**src/rtl/ntt_pass_scheduler.sv**
```systemverilog
// Pass/group sequencer for an N-point NTT/INTT on the 8-lane radix-8/4/2 datapath:
// generates per-cycle read/write lane addresses, bank selects, twiddle address and radix mode.
module ntt_pass_scheduler #(
  parameter int unsigned LOGN   = 8,
  parameter int unsigned DP_LAT = 2,
  parameter int unsigned RD_LAT = 1
) (
  input  logic              clk_i,
  input  logic              rst_i,
  input  logic              start_i,
  input  logic              ntt_intt_mode_i,
  output logic              busy_o,
  output logic              done_o,
  output logic              rd_en_o,
  output logic [8*LOGN-1:0] rd_addr_o,
  output logic              rd_bank_o,
  output logic              wr_en_o,
  output logic [8*LOGN-1:0] wr_addr_o,
  output logic              wr_bank_o,
  output logic [LOGN-1:0]   tw_addr_o,
  output logic [1:0]        select_mode_o,
  output logic              ntt_intt_mode_out_o,
  output logic              result_bank_o
);

  localparam int unsigned Lat     = RD_LAT + DP_LAT;
  localparam int unsigned NumPass = (LOGN + 2) / 3;
  localparam int unsigned KLast   = LOGN - 3 * (NumPass - 1);
  localparam int unsigned GrpW    = (LOGN > 3) ? LOGN - 3 : 1;
  localparam int unsigned CntW    = (Lat > 1) ? $clog2(Lat) : 1;

  localparam logic [GrpW-1:0] GLast = GrpW'((1 << (LOGN - 3)) - 1);
  localparam logic [2:0]      PLast = 3'(NumPass - 1);
  localparam logic [CntW-1:0] CLast = CntW'(Lat - 1);
  localparam logic            RBank = 1'(NumPass % 2);

  typedef enum logic [2:0] {
    StIdle,
    StIssue,
    StDrain,
    StNext,
    StDone
  } state_e;

  state_e          state_q, state_d;
  logic [2:0]      p_q, p_d;
  logic [GrpW-1:0] g_q, g_d;
  logic [CntW-1:0] cnt_q, cnt_d;
  logic            mode_q, mode_d;
  logic            result_bank_q, result_bank_d;

  logic              busy_q, done_q, rd_en_q, rd_bank_q, wr_bank_q;
  logic [8*LOGN-1:0] rd_addr_q, rd_addr_d;
  logic [LOGN-1:0]   tw_addr_q, tw_addr_d;
  logic [1:0]        select_mode_q, select_mode_d;
  logic              issue_d, busy_d;

  logic              wr_v_q [Lat];
  logic [8*LOGN-1:0] wr_a_q [Lat];

  // Butterfly field of pass p holds lane bits j[k-1:0]; {g, j[2:k]} fills the rest MSB-first.
  function automatic logic [LOGN-1:0] lane_addr(input logic [2:0]      p,
                                                input logic [GrpW-1:0] g,
                                                input logic [2:0]      j);
    int unsigned     k, lo;
    logic [LOGN-1:0] w, jf, lo_mask;
    k         = (p == PLast) ? KLast : 32'd3;
    lo        = LOGN - 3 * 32'(p) - k;
    w         = LOGN'({g, j} >> k);
    lo_mask   = {LOGN{1'b1}} >> (LOGN - lo);
    jf        = LOGN'(j & (3'b111 >> (3 - k)));
    lane_addr = ((w >> lo) << (lo + k)) | (jf << lo) | (w & lo_mask);
  endfunction

  function automatic logic [1:0] radix_of(input logic [2:0] p);
    int unsigned k;
    k = (p == PLast) ? KLast : 32'd3;
    unique case (k)
      32'd3:   radix_of = 2'b10;
      32'd2:   radix_of = 2'b01;
      default: radix_of = 2'b00;
    endcase
  endfunction

  always_comb begin
    state_d       = state_q;
    p_d           = p_q;
    g_d           = g_q;
    cnt_d         = cnt_q;
    mode_d        = mode_q;
    result_bank_d = result_bank_q;
    unique case (state_q)
      StIdle: begin
        if (start_i) begin
          state_d = StIssue;
          p_d     = '0;
          g_d     = '0;
          mode_d  = ntt_intt_mode_i;
        end
      end
      StIssue: begin
        if (g_q == GLast) begin
          g_d     = '0;
          cnt_d   = '0;
          state_d = StDrain;
        end else begin
          g_d = g_q + GrpW'(1);
        end
      end
      StDrain: begin
        cnt_d = cnt_q + CntW'(1);
        if (cnt_q == CLast) begin
          state_d = (p_q == PLast) ? StDone : StNext;
        end
      end
      StNext: begin
        p_d     = p_q + 3'd1;
        g_d     = '0;
        state_d = StIssue;
      end
      StDone:  state_d = StIdle;
      default: state_d = StIdle;
    endcase
    if (state_d == StDone) begin
      result_bank_d = RBank;
    end
  end

  always_comb begin
    issue_d   = (state_d == StIssue);
    busy_d    = (state_d != StIdle);
    rd_addr_d = '0;
    for (int unsigned j = 0; j < 8; j++) begin
      rd_addr_d[j*LOGN +: LOGN] = issue_d ? lane_addr(p_d, g_d, 3'(j)) : '0;
    end
    tw_addr_d = '0;
    if (issue_d) begin
      tw_addr_d = (LOGN > 3) ? LOGN'({p_d, g_d}) : LOGN'(p_d);
    end
    select_mode_d = busy_d ? radix_of(p_d) : 2'b00;
  end

  always_ff @(posedge clk_i) begin
    if (rst_i) begin
      state_q       <= StIdle;
      p_q           <= '0;
      g_q           <= '0;
      cnt_q         <= '0;
      mode_q        <= 1'b0;
      result_bank_q <= 1'b0;
      busy_q        <= 1'b0;
      done_q        <= 1'b0;
      rd_en_q       <= 1'b0;
      rd_addr_q     <= '0;
      rd_bank_q     <= 1'b0;
      wr_bank_q     <= 1'b0;
      tw_addr_q     <= '0;
      select_mode_q <= 2'b00;
      for (int unsigned i = 0; i < Lat; i++) begin
        wr_v_q[i] <= 1'b0;
        wr_a_q[i] <= '0;
      end
    end else begin
      state_q       <= state_d;
      p_q           <= p_d;
      g_q           <= g_d;
      cnt_q         <= cnt_d;
      mode_q        <= mode_d;
      result_bank_q <= result_bank_d;
      busy_q        <= busy_d;
      done_q        <= (state_d == StDone);
      rd_en_q       <= issue_d;
      rd_addr_q     <= rd_addr_d;
      rd_bank_q     <= busy_d ? p_d[0] : 1'b0;
      wr_bank_q     <= busy_d ? ~p_d[0] : 1'b0;
      tw_addr_q     <= tw_addr_d;
      select_mode_q <= select_mode_d;
      // Write-back pipe: the last stage is the registered write strobe/address.
      wr_v_q[0] <= rd_en_q;
      wr_a_q[0] <= rd_addr_q;
      for (int unsigned i = 1; i < Lat; i++) begin
        wr_v_q[i] <= wr_v_q[i-1];
        wr_a_q[i] <= wr_a_q[i-1];
      end
    end
  end

  assign busy_o              = busy_q;
  assign done_o              = done_q;
  assign rd_en_o             = rd_en_q;
  assign rd_addr_o           = rd_addr_q;
  assign rd_bank_o           = rd_bank_q;
  assign wr_en_o             = wr_v_q[Lat-1];
  assign wr_addr_o           = wr_a_q[Lat-1];
  assign wr_bank_o           = wr_bank_q;
  assign tw_addr_o           = tw_addr_q;
  assign select_mode_o       = select_mode_q;
  assign ntt_intt_mode_out_o = mode_q;
  assign result_bank_o       = result_bank_q;

endmodule

```
**config.mk**
```make
export PLATFORM = sky130hd
export DESIGN_NAME = ntt_pass_scheduler
export DESIGN_NICKNAME = d
export VERILOG_FILES = /design/src/rtl/ntt_pass_scheduler.sv
export SDC_FILE = /design/constraint.sdc
export NUM_CORES = 1
export LEC_CHECK = 0
export CAP_MARGIN = 10
export CORE_MARGIN = 2
export CORE_UTILIZATION = 54
export CTS_CLUSTER_SIZE = 10
export DETAILED_ROUTE_END_ITERATION = 12
export MAX_ROUTING_LAYER = met4
export PLACE_DENSITY = 0.81
export SYNTH_ARGS = -nofsm -noshare
export SYNTH_HDL_FRONTEND = slang
export SYNTH_SLANG_ARGS = --single-unit
```
**constraint.sdc**
```tcl
create_clock -name clk_i -period 8 [get_ports clk_i]
set_input_delay 1.2 -clock clk_i [delete_from_list [all_inputs] [get_ports clk_i]]
set_output_delay 1.2 -clock clk_i [all_outputs]
set_load 0.01 [all_outputs]
```
# ---- Yosys cells after proc, flatten, opt, wreduce, memory -nomap -nowiden
# Memories as Yosys holds them, arrays and structs flattened.
# Cells that the tools add are included.
dict set report word_totals {
  regBits 94
  ramBits 195
  inputBits 4
  output_inout_bits 146
  elab_cells 134
  mem_count 2
}
# memory words word_bits read_ports rd_ports_with_merged_regs write_ports line_no
set memory_table {}
lappend memory_table {wr_a_q 3 64 3 0 3 59} ;# logic [8*LOGN-1:0] wr_a_q [Lat];
lappend memory_table {wr_v_q 3 1 3 0 3 58} ;# logic wr_v_q [Lat];
dict set report classes {
  addsub 8
  mul 1
  n_eq_ne 12
  shift 34
  mux 23
  bitwise_logic 33
  n_reduce_logical 7
}
# op count
set ops {}
lappend ops {{$shr 8x32->8} 16}
lappend ops {{$shl 8x32->8} 8}
lappend ops {{$mux 64} 3}
lappend ops {{$or 8x8->8} 16}
lappend ops {{$shl 3x32->8} 4}
lappend ops {{$and 8x8->8} 8}
lappend ops {{$shl 2x32->8} 2}
lappend ops {{$add 32x32->32} 1}
lappend ops {{$shl 1x32->8} 1}
lappend ops {{$shl 1x32->8 const A} 1}
lappend ops {{$shr 3x32->3 const A} 1}
lappend ops {{$shr 8x32->8 const A} 1}
lappend ops {{$sub 2x32->32 const A} 1}
lappend ops {{$sub 32x32->32} 1}
lappend ops {{$sub 4x32->32 const A} 1}
lappend ops {{$mux 3} 5}
lappend ops {{$pmux 5 s3} 1}
lappend ops {{$eq 3x2->1 const B} 4}
lappend ops {{$pmux 3 s4} 1}
lappend ops {{$mux 5} 2}
lappend ops {{$pmux 2 s2} 2}
lappend ops {{$mux 1} 7}
lappend ops {{$eq 2x2->1 const B} 3}
lappend ops {{$eq 3x1->1 const B} 2}
lappend ops {{17 further kinds} 26}

# ---- Logic depth before layout (Yosys ltp)
# Gate-level depths: netlist of the first run.
dict set report logic_depth {
  ltp_word 9
  mapped_depth 28
  depth_no_buf 24
}

# ---- Worst setup path before layout of the first run
# Ideal clock, no wire load.
dict set report synth_timing {
  path_type {input to register}
  start {input start_i}
  end {register rd_addr_q[48], in the netlist rd_addr_o[48]}
  setup_ns 0.072
  t_arrival_ns 6.352
  t_required_ns 7.928
  slack_ns 1.577
  path_stages 23
  path_buffers 3
  path_cell_list {nor4b_4 -> a211o_1 -> buf_4 -> ha_1 -> and3_1 -> clkbuf_1 -> clkinv_1 -> clkbuf_1 -> ha_1 -> nand2b_1 -> a2111oi_2 -> a21oi_1 -> nand2_1 -> ha_1 -> or2_2 -> nor4_2 -> o311ai_2 -> o31a_1 -> a2111oi_2 -> o211ai_1 -> nor4_4 -> a2bb2o_1 -> o2bb2ai_1}
}
dict set report synth_between {
  elab_chain_cells 9
  elab_cells_between_ends 26
  cone_classes {add/sub (5); mul (1); eq/ne (2); shift (6); mux (7); bitwise (4); reduce/logical (1)}
}
# element line_no
set synth_rtl {}
lappend synth_rtl {{start: declaration} 10} ;# input logic start_i,
lappend synth_rtl {{$mux 3} 94} ;# if (start_i) begin
lappend synth_rtl {{$pmux 3 s2} 92} ;# unique case (state_q)
lappend synth_rtl {{$mul 2x3->5 / $eq 3x2->1 (equally long branches)} {68, 67}}
lappend synth_rtl {{$sub 4x5->6 / $mux 1 (equally long branches)} {68, 67}}
lappend synth_rtl {{$sub 32x32->32, or another cell as far along} 68} ;# lo = LOGN - 3 * 32'(p) - k;
lappend synth_rtl {{$add 32x32->32, or another cell as far along} 72} ;# lane_addr = ((w >> lo) << (lo + k)) | (jf << lo) | (w & lo_mask);
lappend synth_rtl {{$shl 8x32->8, or another cell as far along} 72}
lappend synth_rtl {{$or 8x8->8 / $and 8x8->8 (equally long branches)} 72}
lappend synth_rtl {{$or 8x8->8} 72}
lappend synth_rtl {{end signal: assignment} 173} ;# rd_addr_q <= rd_addr_d;
lappend synth_rtl {{end: declaration} 53} ;# logic [8*LOGN-1:0] rd_addr_q, rd_addr_d;
# Several ways; a longest one is shown, not always the timed one.
# A chain may end at the register's enable or synchronous reset.

# ---- Worst setup path in the final report of the first run
dict set report layout_timing {
  start {input start_i}
  end {register rd_addr_q[10], in the netlist rd_addr_o[10]}
}
dict set report layout_between {
  elab_chain_cells 9
  elab_cells_between_ends 26
  cone_classes {add/sub (5); mul (1); eq/ne (2); shift (6); mux (7); bitwise (4); reduce/logical (1)}
}
# element line_no
set layout_rtl {}
lappend layout_rtl {{$mux 3 (*)} 94}
lappend layout_rtl {{$pmux 3 s2 (*)} 92}
lappend layout_rtl {{named net p_d[1]} 46} ;# logic [2:0] p_q, p_d;
lappend layout_rtl {{$mul 2x3->5 / $eq 3x2->1 (equally long branches)} {68, 67}}
lappend layout_rtl {{$sub 4x5->6 / $mux 1 (equally long branches)} {68, 67}}
lappend layout_rtl {{$sub 32x32->32, or another cell as far along} 68}
lappend layout_rtl {{$add 32x32->32, or another cell as far along} 72}
lappend layout_rtl {{$shl 8x32->8, or another cell as far along} 72}
lappend layout_rtl {{$or 8x8->8 / $and 8x8->8 (equally long branches)} 72}
lappend layout_rtl {{$or 8x8->8 (*)} 72}
# The timed path passes the listed nets; every way through them passes the cells marked *.

==> summary.txt, run 1 <==
Setup path
  – Critical path type: primary input to register
  – Crit path DAT: 7.15 ns
  – Worst path required time: 8.44 ns
  – Critical path launch point type: primary input
  – Element type at the critical path end: register
  – Critical Path Fanout Max: 6

GRT
  – Aggregate global routing overflow: 0
  – Antenna violations before repair: 0
  – Largest net degree at the start of global routing: 127
  – Overall routing resource usage: 22.91%
  – Vias in the first global route: 6801
  – Global-route wire length before repair: 35800 µm

Layout
  – Finished Cell Area: 12240 µm²
  – Commonest non-fill, non-tap cell in the layout: dfxtp_1
  – Layout area overhead: 19.26%
  – Fin cells: 1338
  – Ant. Diodes: 0
  – Share of cells above drive strength 1: 5.978%
  – Final #Nets: 1137
  – Fin util: 65.45%
  – Most frequent cells in the layout: 273 x dfxtp_1, 190 x nor2b_1, 148 x clkdlybuf4s50_1, 62 x nor2_1, 55 x nand2_1

Synth
  – Top_reg_cell synth: dfxtp_1
  – YS warnings: 0
  – Adder-cell share of the synthesized area: 3.656%
  – Post-Syn Area: 10270 µm²
  – Post-synth EDFFs: 0
  – Post-synthesis xor/xnor area fraction: 1.182%
  – Async set-reset flop share out of synthesis: 0%
  – Synth Area in Compound Gates: 9.311%
  – Largest family of logic cells by synthesized area: simple AND/OR/NAND/NOR gates
  – Synthesized area per cell: 10.01 µm²
  – Synthesized flop and latch total: 273
  – Syn nets: 1060
  – Netlist cell types: 74
  – Mux contribution to synthesized area: 2.035%
  – Sequential-to-total area share from yosys stat: 53.24%
  – Simple-Gate Fraction of Synth Area: 22.72%
  – Syn Inst Count: 1026

Drt
  – Final ANT Viol Nets: 0
  – Starting DRT DRC Count: 515
  – Vias: 7054
  – Routed length per instance: 16.94 µm
  – Drt first pass iters: 6
  – Remaining DRCs: 0
  – DR vias/cell: 5.272
  – DRT Wirelength: 22670 µm

Clocking
  – Clock Path Buffers: 3
  – Worst skew pair latency: 0.55 ns
  – Postcts setup bufs: 0
  – Root Driver: clkbuf_16
  – CTS tree: built
  – Clock buffer count from CTS: 31
  – Hold buffers post-CTS: 0
  – Clk pin slew, worst setup/hold paths: 0.05 ns
  – CTS Sinks: 273
  – Max H-tree Level: 1
  – Post-cts resize count: 0

Die
  – Core area: 18710 µm²
  – Die outline height: 141.9 µm
  – # IOs: 150
  – Die extent in x: 141.9 µm
  – Initial Util: 54.88%
  – Row Count: 50
  – Total die area: 20130 µm²

STA
  – Worst-Margin Slew: 0.8631 ns
  – Setup WS post-layout: 1.293 ns
  – Fmax: 149.1 MHz
  – RSZ-0062 raised after global routing: no
  – Slew margin rel.: 42.46%
  – Hold Fails Final Rpt: 0
  – Clock Skews: 0.02054 ns
  – Setup TNS: 0 ns
  – Fin. max-slew vios: 0
  – Minimum clock period: 6.708 ns
  – # setup viols final: 0
  – Hold Slack: 0.4284 ns
  – Crit share post-route: 83.84%

Run
  – Max Cap Viol: 0

Place
  – DP Cell Count: 1304
  – IO Port Bufs: 149
  – GP Congestion: 1.005
  – Post-detail-place hpwl: 15880 µm
  – Pre-CTS setup slack: 0.8516 ns
  – DP Area: 11430 µm²

Min path
  – Min-Delay Path Class: register to register

Power and ir drop
  – PwrDens: 215.4 nW/µm²
  – P_leak: 4.960 nW
  – Final Power: 2.637 mW
  – Largest vdd supply drop: 0.1398 mV

Run status
  – Run status: complete, no violations
[logic make-up (layout without fill, tap and decap cells)]
logic type      after synthesis  in the layout
buf+inv                     144            222
xor+xnor                     13             13
compound gates              132            132
simple gates                414            414
mux                          20             20
flops                       273            273
fa+ha+maj                    30             30
[worst paths after layout]
check,slack (ns),to,depth (start not counted),from
worst max-delay path,1.29,rd_addr_o[10],24,start_i
worst min-delay path,0.43,wr_a_q[0][70],1,wr_a_q[0][6]
worst max register to register,1.59,rd_addr_o[10],22,state_q[1]
worst min register to register,0.43,wr_a_q[0][70],1,wr_a_q[0][6]
[cell type report]
| class | instances | area (µm²) |
|---|---|---|
| fill | 1418 | 6462 |
| timing repair buffer | 160 | 1575 |
| sequential | 273 | 5465 |
| inverter | 28 | 107.6 |
| multi-input combinational | 609 | 3994 |
| clock inverter | 2 | 28.78 |
| tap | 234 | 292.8 |
| clock buffer | 32 | 779.5 |
[state kept, by name (all words and copies together), names as in the netlist, 2 cells and up]
register / cells
cnt_q: 2
tw_addr_o: 8
rd_addr_o: 60
wr_a_q: 180
p_q: 3
g_q: 5
wr_v_q: 3
select_mode_o: 2
state_q: 3
[power by group]
group	switching (mW)	leakage [nW]	internal, mW
logic	0.0455	2.35	0.0360
clock network	0.482	0.397	0.682
registers	0.0107	2.21	1.38
total	0.538	4.96	2.10
[critical path: stages]
cell             delay [ns]
clkdlybuf4s50_1        0.52
a21oi_1                0.08
o21ai_0                0.19
o21a_1                 0.25
inv_1                  0.12
ha_1                   0.19
and3_1                 0.15
clkinv_1               0.06
ha_1                   0.19
nand2b_1               0.13
a2111oi_2              0.04
buf_4                  0.17
a21oi_1                0.43
nand2_1                0.16
ha_1                   0.39
nor3_1                 0.52
and2_1                 0.24
nand2_1                0.14
o32ai_1                0.33
o2111ai_1              0.17
or3_1                  0.43
nor4_4                 0.46
a32oi_1                0.37
o21ai_0                0.21
[synth_stat cells (3+ instances only)]
master | number | area share [%]
xor2_1 | 5 | 0.43
mux2i_1 | 16 | 1.6
or2_2 | 4 | 0.24
a21o_1 | 6 | 0.44
xnor2_1 | 7 | 0.60
and3_1 | 8 | 0.49
a211oi_1 | 7 | 0.51
nand3b_1 | 3 | 0.22
buf_2 | 4 | 0.20
and2_1 | 13 | 0.79
nor2_1 | 62 | 2.3
nand3_1 | 17 | 0.83
o32ai_1 | 3 | 0.26
clkbuf_1 | 40 | 1.5
o21ai_1 | 11 | 0.54
inv_1 | 26 | 0.95
nor3b_1 | 5 | 0.37
a32oi_1 | 4 | 0.34
o22ai_1 | 3 | 0.18
a31oi_1 | 6 | 0.37
nor3_1 | 17 | 0.83
o211ai_1 | 5 | 0.37
a21oi_1 | 25 | 1.2
buf_4 | 69 | 5.0
nor2b_1 | 190 | 12
o21ai_0 | 16 | 0.78
buf_1 | 3 | 0.11
nand2_1 | 55 | 2.0
o31ai_1 | 9 | 0.66
ha_1 | 30 | 3.7
a211o_1 | 4 | 0.34
nor4_1 | 5 | 0.30
dfxtp_1 | 273 | 53
mux2_2 | 3 | 0.33
or3_1 | 5 | 0.30
nand4_1 | 4 | 0.24
nand2b_1 | 12 | 0.73
[routing by layer]
| metal | global-route usage, % | part of all wire [%] | vias up |
|---|---|---|---|
| li1 | - | - | 3487 |
| met1 | 27.55 | 42 | 3222 |
| met2 | 38.48 | 49 | 272 |
| met3 | 3.442 | 5.3 | 73 |
| met4 | 9.842 | 4.1 | 0 |
| met5 | - | 0 | - |
(Power assumes the default switching activity.)
==> run 2: changes to the inputs <==
--- a/config.mk
+++ b/config.mk
@@ -7,11 +7,11 @@
 export LEC_CHECK = 0
 export CAP_MARGIN = 10
 export CORE_MARGIN = 2
-export CORE_UTILIZATION = 54
+export CORE_UTILIZATION = 49
 export CTS_CLUSTER_SIZE = 10
 export DETAILED_ROUTE_END_ITERATION = 12
 export MAX_ROUTING_LAYER = met4
-export PLACE_DENSITY = 0.81
+export PLACE_DENSITY = 0.78
 export SYNTH_ARGS = -nofsm -noshare
 export SYNTH_HDL_FRONTEND = slang
 export SYNTH_SLANG_ARGS = --single-unit
==> constraint.sdc (replaced) <==
create_clock -name clk_i -period 5.6 [get_ports clk_i]
set_input_delay 0.84 -clock clk_i [delete_from_list [all_inputs] [get_ports clk_i]]
set_output_delay 0.84 -clock clk_i [all_outputs]
set_load 0.01 [all_outputs]
==> run 2 against run 1 <==
Net effect: critical path depth fell by 1; final cell count rose by 11%; clock power rose by 45%; via count rose by 6.4%; clock-buffer cell count rose by 1; sequential cell count did not move; routed wire length rose by 9.1%; core utilization fell by 0.079 points; critical path type is now register to register.
==> summary.txt, run 2 (same netlist as run 1, synthesis figures left out) <==
Setup path
  – Worst R2R Path Depth: 23 (+4.5%)
  – RR Endpoint: rd_addr_o[10]
  – Critical path launch point type: register
  – Reg2Reg Setup Slack: 0.23 ns (-1.36 ns)
  – FF-to-FF Start: p_q[0]
  – Critical path type: register to register
  – Element type at the critical path end: register
  – Crit path DAT: 5.78 ns (-1.37 ns)
  – Critical Path Fanout Max: 6 (unchanged)
  – Crit-path max cell delay: 0.46 ns (-0.06 ns)
  – Slowest cell on crit path: or4_4
  – Worst path cell trace: ha_1 -> nand3b_1 -> mux2_2 -> and2_1 -> ha_1 -> inv_1 -> ha_1 -> nand3_2 -> a211oi_2 -> and2_4 -> buf_4 -> nand2_2 -> ha_4 -> or3_4 -> buf_4 -> or4_4 -> o32ai_4 -> o2111ai_2 -> or3_4 -> nor4_4 -> buf_4 -> a32oi_2 -> o21ai_1
  – Worst path required time: 6.01 ns (-2.43 ns)

Layout
  – Ant. Diodes: 0 (unchanged)
  – Top reg by flops: wr_a_q
  – Layout area overhead: 30.09%
  – Final #Nets: 1247 (+9.7%)
  – Most frequent cells in the layout: 270 x dfxtp_1, 190 x nor2b_1, 147 x clkdlybuf4s50_1, 121 x buf_4, 62 x nor2_1
  – Fillers: 1636 (+15%)
  – Largest register FFs: 180 (unchanged)
  – Commonest non-fill, non-tap cell in the layout: dfxtp_1
  – Fin cells: 1484 (+11%)
  – Share of cells above drive strength 1: 16.72% (+11 points)

STA
  – # setup viols final: 0 (unchanged)
  – Crit share post-route: 95.81%
  – Hold Fails Final Rpt: 0 (unchanged)
  – Fin. max-slew vios: 0 (unchanged)
  – Clock Skews: 0.01387 ns (-0.006670 ns)
  – Fmax: 186.4 MHz
  – Slew margin rel.: 36.73% (-5.7 points)
  – Worst-Margin Slew: 0.9491 ns (+0.08600 ns)
  – Minimum clock period: 5.366 ns

Clocking
  – Root Driver: clkbuf_16
  – Clk pin slew, worst setup/hold paths: 0.05 ns (about the same)
  – Clock buffer count from CTS: 31 (unchanged)
  – Worst skew pair latency: 0.52 ns (-0.03 ns)
  – Max H-tree Level: 1 (unchanged)
  – CTS tree: built
  – CTS Sinks: 273 (unchanged)
  – Clock Path Buffers: 3 (unchanged)

Die
  – Core area: 20430 µm² (+9.2%)
  – Die extent in x: 148.7 µm (+4.8%)
  – Total die area: 22130 µm² (+9.9%)
  – Die outline height: 148.7 µm (+4.8%)
  – # IOs: 150 (unchanged)
  – Initial Util: 50.25% (-4.6 points)
  – Row Count: 52 (+4.0%)

Min path
  – Hold path endpoint: wr_a_q[0][79]
  – Min-Delay Path Class: register to register
  – Hold Startpoint: wr_a_q[0][15]
  – Hold path cells: 1 (unchanged)

Power and ir drop
  – Final Power: 3.798 mW (+44%)
  – P_leak: 5.532 nW (+12%)
  – Largest vdd supply drop: 0.1936 mV (+39%)
  – PwrDens: 284.4 nW/µm² (+32%)

Drt
  – Drt first pass iters: 5 (-1)
  – DR vias/cell: 5.055 (-4.1%)
  – Remaining DRCs: 0 (unchanged)
  – DRT Wirelength: 24730 µm (+9.1%)
  – Vias: 7502 (+6.4%)
  – Routed length per instance: 16.67 µm (-1.6%)
  – Final ANT Viol Nets: 0 (unchanged)
  – Starting DRT DRC Count: 345 (-33%)

GRT
  – Largest net degree at the start of global routing: 101 (-20%)
  – Antenna violations before repair: 0 (unchanged)
  – Aggregate global routing overflow: 0 (unchanged)
  – Global-route wire length before repair: 39020 µm (+9.0%)
  – Overall routing resource usage: 22.75% (-0.15 points)
  – Vias in the first global route: 7535 (+11%)

Place
  – Post-detail-place hpwl: 17910 µm (+13%)
  – IO Port Bufs: 149 (unchanged)
  – DP Cell Count: 1449 (+11%)
  – GP Congestion: 0.9323 (-7.2%)

Run
  – Max Cap Viol: 0 (unchanged)

Run status
  – Run status: complete, no violations
## run 2: worst max-delay path: cells and delay by family, from the launching register on
kind            cells  cell delay (ns)
buf+inv             4             0.50
flops               1             0.33
compound gates      5             1.02
fa+ha+maj           4             1.01
mux                 1             0.34
simple gates        9             2.08
## run 2: power by group
group	switching [mW]	leakage (nW)	internal (mW)
Clock	0.656	0.405	1.02
Sequential	0.0141	2.21	1.97
Combinational	0.0696	2.92	0.0599
Total	0.740	5.53	3.06
## run 2: area by class of cell
class,count,area [µm²],area share (%)
sequential,273,5469,40.95
multi-input combinational,609,4205,31.49
timing repair buffer,270,2400,17.97
clock buffer,33,793.3,5.940
tap,270,337.8,2.530
inverter,28,120.1,0.8994
clock inverter,1,30.03,0.2248
## run 2: through the flow
stage                     instance area (µm²)  util (%)  hold WS, ns  setup slack, ns  setup TNS [ns]
after floorplan                         10420         -       0.4138         -0.01310        -0.03983
after global placement                  12410     60.77       0.4159          -0.7136          -27.24
after detailed placement                12410     60.77       0.4212          -0.7860          -29.69
after CTS                               13280     64.99       0.4334          0.02718               0
after global routing                    13360     65.37       0.4436        -0.009127        -0.01976
final                                   13360     65.37       0.4296           0.2344               0
## run 2: timing repair
| action | in CTS | in global routing |
|---|---|---|
| setup buffers | 0 | 1 |
| pin swaps | 3 | 6 |
| hold buffers | 0 | 0 |
| gates resized for setup | 10 | 11 |
| endpoints found under the setup margin | 37 | 60 |
## run 2: per-layer routing
metal  vias up  routed length (µm)  GRT usage (%)
met5         -                   0              -
met4         0                 947          9.048
met3        59                1039          2.599
met2       228               12540          40.53
met1      3503               10200          26.24
li1       3712                   -              -
## run 2: worst max-delay path by stage
| stage | cells past startpoint | slack, ns | start | to |
|---|---|---|---|---|
| finish | 23 | 0.23 | p_q[0] | rd_addr_o[10] |
| global route | 24 | -0.009 | p_q[0] | rd_addr_o[49] |
| CTS | 22 | 0.03 | state_q[2] | rd_addr_o[10] |
| detailed placement | 22 | -0.79 | start_i | rd_addr_o[10] |
| global placement | 23 | -0.71 | start_i | rd_addr_o[10] |
| floorplan | 22 | -0.01 | start_i | rd_addr_o[35] |
==> patch 1 (config.mk and constraints of run 1) <==
The parameter `LOGN` goes from 8 to 9.
--- a/src/rtl/ntt_pass_scheduler.sv
+++ b/src/rtl/ntt_pass_scheduler.sv
@@ -3,3 +3,3 @@
 module ntt_pass_scheduler #(
-  parameter int unsigned LOGN   = 8,
+  parameter int unsigned LOGN   = 9,
   parameter int unsigned DP_LAT = 2,
Interface: changed (resized rd_addr_o, tw_addr_o and wr_addr_o); port bits go from 150 to 167. No check against the original RTL was run, so the function may have changed too.
==> patch 1 against run 1 <==
  * Power grew 5.8%
  * Design area shrank 4.5%
  * Sequential cell count grew 8
  * Clock skew shrank 5.0 ps
  * Wire length shrank 7.1%
  * Setup slack gained 600 ps
  * Critical path depth shrank 9
  * Die area shrank 6.4%
  * Area after synthesis shrank 6.6%
  * Via count shrank 12%
  * Critical endpoint is now rd_addr_o[55]
==> patch 1: results (changes against run 1) <==
\begin{tabular}{lr}
\hline
Metric & Value \\
\hline
\multicolumn{2}{l}{\textbf{Drt}} \\
\quad First drt pass iteration count & 4 (was 6) \\
\quad Wl on met1 & 8970 µm (was 9420 µm) \\
\quad Post-DR vias/cell & 5.03 (was 5.27) \\
\quad Met2 WL & 10500 µm (was 11100 µm) \\
\quad Detailed Route Iter0 Violations & 300 (was 515) \\
\quad Post-DR wirelength/cell & 17.1 µm (was 16.9 µm) \\
\multicolumn{2}{l}{\textbf{Synth}} \\
\quad Post-synth cell types & 69 (was 74) \\
\quad Commonest cells post-synth & dfxtp\_1, nor2b\_1, buf\_4, nand2\_1, nor2\_1 (was dfxtp\_1, nor2b\_1, buf\_4, nor2\_1, nand2\_1) \\
\quad Mapped Nets & 942 (was 1060) \\
\quad Proportion of synthesized area in mux cells & 0.757\% (was 2.04\%) \\
\quad Largest cells by area after synthesis & dfxtp\_1, nor2b\_1, buf\_4, ha\_1, nand2\_1 (was dfxtp\_1, nor2b\_1, buf\_4, ha\_1, nor2\_1) \\
\quad Part of the Yosys area used for sequential elements & 58.7\% (was 53.2\%) \\
\multicolumn{2}{l}{\textbf{Global route}} \\
\quad Combined global-route utilization of all metal layers & 23.0\% (was 22.9\%) \\
\quad Wire length of the first global-routing pass & 32100 µm (was 35800 µm) \\
\quad Via count of the first global-routing pass & 5909 (was 6801) \\
\quad Fraction of met2 tracks used by global routing & 38.3\% (was 38.5\%) \\
\quad GR Layer Usage met1 & 27.8\% (was 27.5\%) \\
\multicolumn{2}{l}{\textbf{Final layout}} \\
\quad Largest register FFs & 186 (was 180) \\
\quad Final Net Count & 1028 (was 1137) \\
\multicolumn{2}{l}{\textbf{STA}} \\
\quad Tightest Pin Transition & 1020 ps (was 863 ps) \\
\quad Worst clock skew & 15.5 ps (was 20.5 ps) \\
\multicolumn{2}{l}{\textbf{Placed design}} \\
\quad Number of port buffers & 165 (was 149) \\
\quad Gpl congestion & 0.894 (was 1.00) \\
\quad Worst-case setup slack after placement & 1430 ps (was 852 ps) \\
\multicolumn{2}{l}{\textbf{Power and ir drop}} \\
\quad Switching power as a share of total power & 20.2\% (was 20.4\%) \\
\multicolumn{2}{l}{\textbf{CTS}} \\
\quad H-tree Lvls & 2 (was 1) \\
\quad Cts bufs inserted & 34 (was 31) \\
\multicolumn{2}{l}{\textbf{Status}} \\
\quad Outcome & finished clean (unchanged) \\
\hline
\end{tabular}
-- patch 1: cell types whose count changed after synthesis, sizes merged, moves of 7 or more --
cell,change
mux2i,-11
and2,-12
nand2b,-7
buf,+11
ha,-14
dfxtp,+8
nor2,-21
nand2,-8
-- patch 1: path summary, 6_finish.rpt --
kind	startpoint	endpoint	slack (ps)	depth (start not counted)
hold reg to reg	wr_a_q[0][12]	wr_a_q[0][84]	430	1
hold / removal	wr_a_q[0][12]	wr_a_q[0][84]	430	1
setup / recovery	start_i	rd_addr_o[55]	1900	15
setup reg to reg	state_q[0]	rd_addr_o[55]	2500	14
-- patch 1: cell type report --
class	count	area share, %
Timing Repair Buffer	171	14.5
Clock inverter	3	0.182
Clock buffer	36	7.52
Tap cell	225	2.41
Sequential cell	281	48.1
Multi-Input combinational cell	491	26.4
Inverter	28	0.899
-- patch 1: through the flow --
stage | hold slack (ps) | power, µW | instance area (µm²) | instances
after floorplan | 414 | 1510 | 9590 | 921
after global placement | 416 | 1540 | 10800 | 1196
after detailed placement | 420 | 1540 | 10800 | 1196
after CTS | 431 | 2810 | 11700 | 1235
after global routing | 446 | 2880 | 11700 | 1235
final | 427 | 2790 | 11700 | 1235
-- patch 1: kinds of logic after synthesis --
logic type | after synthesis
AOI/OAI and AO/OA | 104
and+or+nand+nor | 355
buffers and inverters | 149
other | 1
adders and majority gates | 17
xor gates and xnor gates | 7
muxes | 7
DFF | 281
-- patch 1: power groups by stage --
stage                     Combinational [µW]  Clock (µW)  Sequential, µW
after floorplan                         50.1           0            1460
after global placement                  83.4           0            1460
after detailed placement                84.1           0            1460
after CTS                               84.5        1300            1430
after global routing                    91.6        1360            1430
final                                   83.8        1280            1430
==> patch 2 (flow settings as in run 1) <==
Without the edit above. Put a register stage on the outputs `wr_en_o` and `wr_addr_o`, cleared by the reset. The values now appear one clock later. The other outputs are not delayed to match.
--- a/src/rtl/ntt_pass_scheduler.sv
+++ b/src/rtl/ntt_pass_scheduler.sv
@@ -192,4 +192,11 @@
   assign rd_bank_o           = rd_bank_q;
-  assign wr_en_o             = wr_v_q[Lat-1];
-  assign wr_addr_o           = wr_a_q[Lat-1];
+  always_ff @(posedge clk_i) begin
+    if (rst_i) begin
+      wr_en_o   <= '0;
+      wr_addr_o <= '0;
+    end else begin
+      wr_en_o   <= wr_v_q[Lat-1];
+      wr_addr_o <= wr_a_q[Lat-1];
+    end
+  end
   assign wr_bank_o           = wr_bank_q;
Check against the original RTL: no difference found for any inputs over 4 cycles, from zero or initial values and one cycle with rst_i high; that may be too few to reach the edited logic, so the function may still have changed.
==> patch 2 against run 1 <==
  * Sequential cell count increased by 61
  * Sequential power grew 22%
  * Wire length grew 28%
  * Design area is 20% higher
  * Area after synthesis up 16%
  * Power increased by 25%
  * Setup slack worse by 340 ps
  * Core utilization increased by 2.3 points
==> patch 2: results (changes against run 1) <==
\begin{tabular}{lr}
\hline
Metric & Value \\
\hline
\multicolumn{2}{l}{\textbf{Synth}} \\
\quad Complex-gate fraction of the synthesized area & 11.0\% (was 9.31\%) \\
\quad Parity-gate share of the synthesized area counting xor and xnor cells & 0.651\% (was 1.18\%) \\
\quad Mapped Nets & 1213 (was 1060) \\
\quad Commonest cells post-synth & dfxtp\_1, nor2b\_1, nor2\_1, nand2\_1, clkbuf\_1 (was dfxtp\_1, nor2b\_1, buf\_4, nor2\_1, nand2\_1) \\
\quad Part of the Yosys area used for sequential elements & 56.1\% (was 53.2\%) \\
\quad Largest cells by area after synthesis & dfxtp\_1, nor2b\_1, ha\_1, nor2\_1, a21oi\_1 (was dfxtp\_1, nor2b\_1, buf\_4, ha\_1, nor2\_1) \\
\quad Post-synth cell types & 87 (was 74) \\
\multicolumn{2}{l}{\textbf{Final layout}} \\
\quad Layout filler cell count & 1622 (was 1418) \\
\quad Share of final-layout standard cells stronger than drive strength 1 & 8.01\% (was 5.98\%) \\
\quad Final Net Count & 1365 (was 1137) \\
\multicolumn{2}{l}{\textbf{Global route}} \\
\quad Maximum number of pins on one net before global-route repair & 155 (was 127) \\
\quad Wire length of the first global-routing pass & 45500 µm (was 35800 µm) \\
\quad Combined global-route utilization of all metal layers & 25.1\% (was 22.9\%) \\
\quad Via count of the first global-routing pass & 8319 (was 6801) \\
\multicolumn{2}{l}{\textbf{Drt}} \\
\quad Detailed Route Iter0 Violations & 494 (was 515) \\
\quad First drt pass iteration count & 5 (was 6) \\
\quad Via count & 8632 (was 7054) \\
\multicolumn{2}{l}{\textbf{CTS}} \\
\quad H-tree Lvls & 2 (was 1) \\
\quad Clock insertion delay at the later pin of the skew report & 500 ps (was 550 ps) \\
\quad Cts bufs inserted & 39 (was 31) \\
\multicolumn{2}{l}{\textbf{Power and ir drop}} \\
\quad P\_leak & 0.00583 µW (was 0.00496 µW) \\
\quad Peak VDD IR & 0.000180 V (was 0.000140 V) \\
\multicolumn{2}{l}{\textbf{Placed design}} \\
\quad Gpl congestion & 0.984 (was 1.00) \\
\quad Worst-case setup slack after placement & 521 ps (was 852 ps) \\
\quad Placed Cells & 1570 (was 1304) \\
\quad Number of port buffers & 149 (unchanged) \\
\multicolumn{2}{l}{\textbf{STA}} \\
\quad Worst clock skew & 15.9 ps (was 20.5 ps) \\
\quad Tightest Pin Transition & 944 ps (was 863 ps) \\
\multicolumn{2}{l}{\textbf{Status}} \\
\quad Outcome & finished clean (unchanged) \\
\hline
\end{tabular}
[patch 2: changes by cell type in the layout (fill, tap and decap cells not counted), sizes merged, moves of 6 or more]
cell | run 1 | this run
and2 | 13 | 6
nand2b | 12 | 6
nand3 | 17 | 29
o21ai | 27 | 36
dfxtp | 273 | 334
inv | 28 | 39
mux2i | 16 | 10
clkbuf | 32 | 44
nor2b | 190 | 252
buf | 12 | 27
a21oi | 25 | 51
nor2 | 62 | 70
[patch 2: path summary, 6_finish.rpt]
| check | startpoint | cells past startpoint | to | slack [ps] |
|---|---|---|---|---|
| setup / recovery | start_i | 25 | rd_addr_o[48] | 960 |
| setup reg to reg | p_q[0] | 26 | rd_addr_o[48] | 1450 |
| hold / removal | wr_a_q[2][30] | 1 | wr_addr_o[30] | 430 |
| hold reg to reg | wr_a_q[2][30] | 1 | wr_addr_o[30] | 430 |
[patch 2: logic make-up (layout without fill, tap and decap cells)]
group | after synthesis | after routing
AOI/OAI and AO/OA | 187 | 187
xor gates and xnor gates | 8 | 8
adders and majority gates | 30 | 30
buffers and inverters | 105 | 261
DFF | 334 | 334
muxes | 16 | 16
and+or+nand+nor | 499 | 499
[patch 2: final cells by class]
cell class | count | share of cell area [%]
repair buffers | 176 | 11.5
clock buffers | 43 | 7.07
well taps | 280 | 2.38
flip-flops and latches | 334 | 45.3
multi-input cells | 740 | 32.5
inverters | 40 | 1.05
clock inverters | 2 | 0.170
[patch 2: routing by layer]
| layer | global-route usage (%) | vias up | part of all wire [%] |
|---|---|---|---|
| met2 | 42.1 | 288 | 50 |
| met4 | 10.9 | 0 | 4.0 |
| li1 | - | 4259 | - |
| met3 | 3.78 | 74 | 4.7 |
| met5 | - | - | 0 |
| met1 | 30.1 | 4011 | 42 |
[patch 2: worst max-delay path, cell delays in order]
cell and delay, ps:
clkdlybuf4s50_1 500, or3b_2 500, and2_1 160, o22ai_1 120
buf_4 170, inv_1 70, ha_1 190, inv_1 130
a21oi_4 130, inv_1 130, ha_1 290, nor2b_1 150
mux2i_4 260, nand3_1 170, ha_1 340, or4_1 570
nor4_1 520, o2111ai_2 300, o21ai_1 180, o21ai_0 90
a2111o_1 540, nor4_1 300, buf_4 180, o221ai_1 120
o31ai_1 110
[patch 2: stage by stage]
| stage | cell area [µm²] | total power, µW |
|---|---|---|
| 2_1_floorplan | 11900 | 1780 |
| 3_3_place_gp | 13700 | 1820 |
| 3_5_place_dp | 13700 | 1820 |
| 4_1_cts | 14700 | 3310 |
| 5_1_grt | 14700 | 3390 |
| 6_report | 14700 | 3290 |
[patch 2: where the power goes]
group	internal (µW)	switching [µW]
Sequential	1690	13.2
Clock	910	587
Combinational	37.5	52.5
Total	2640	653
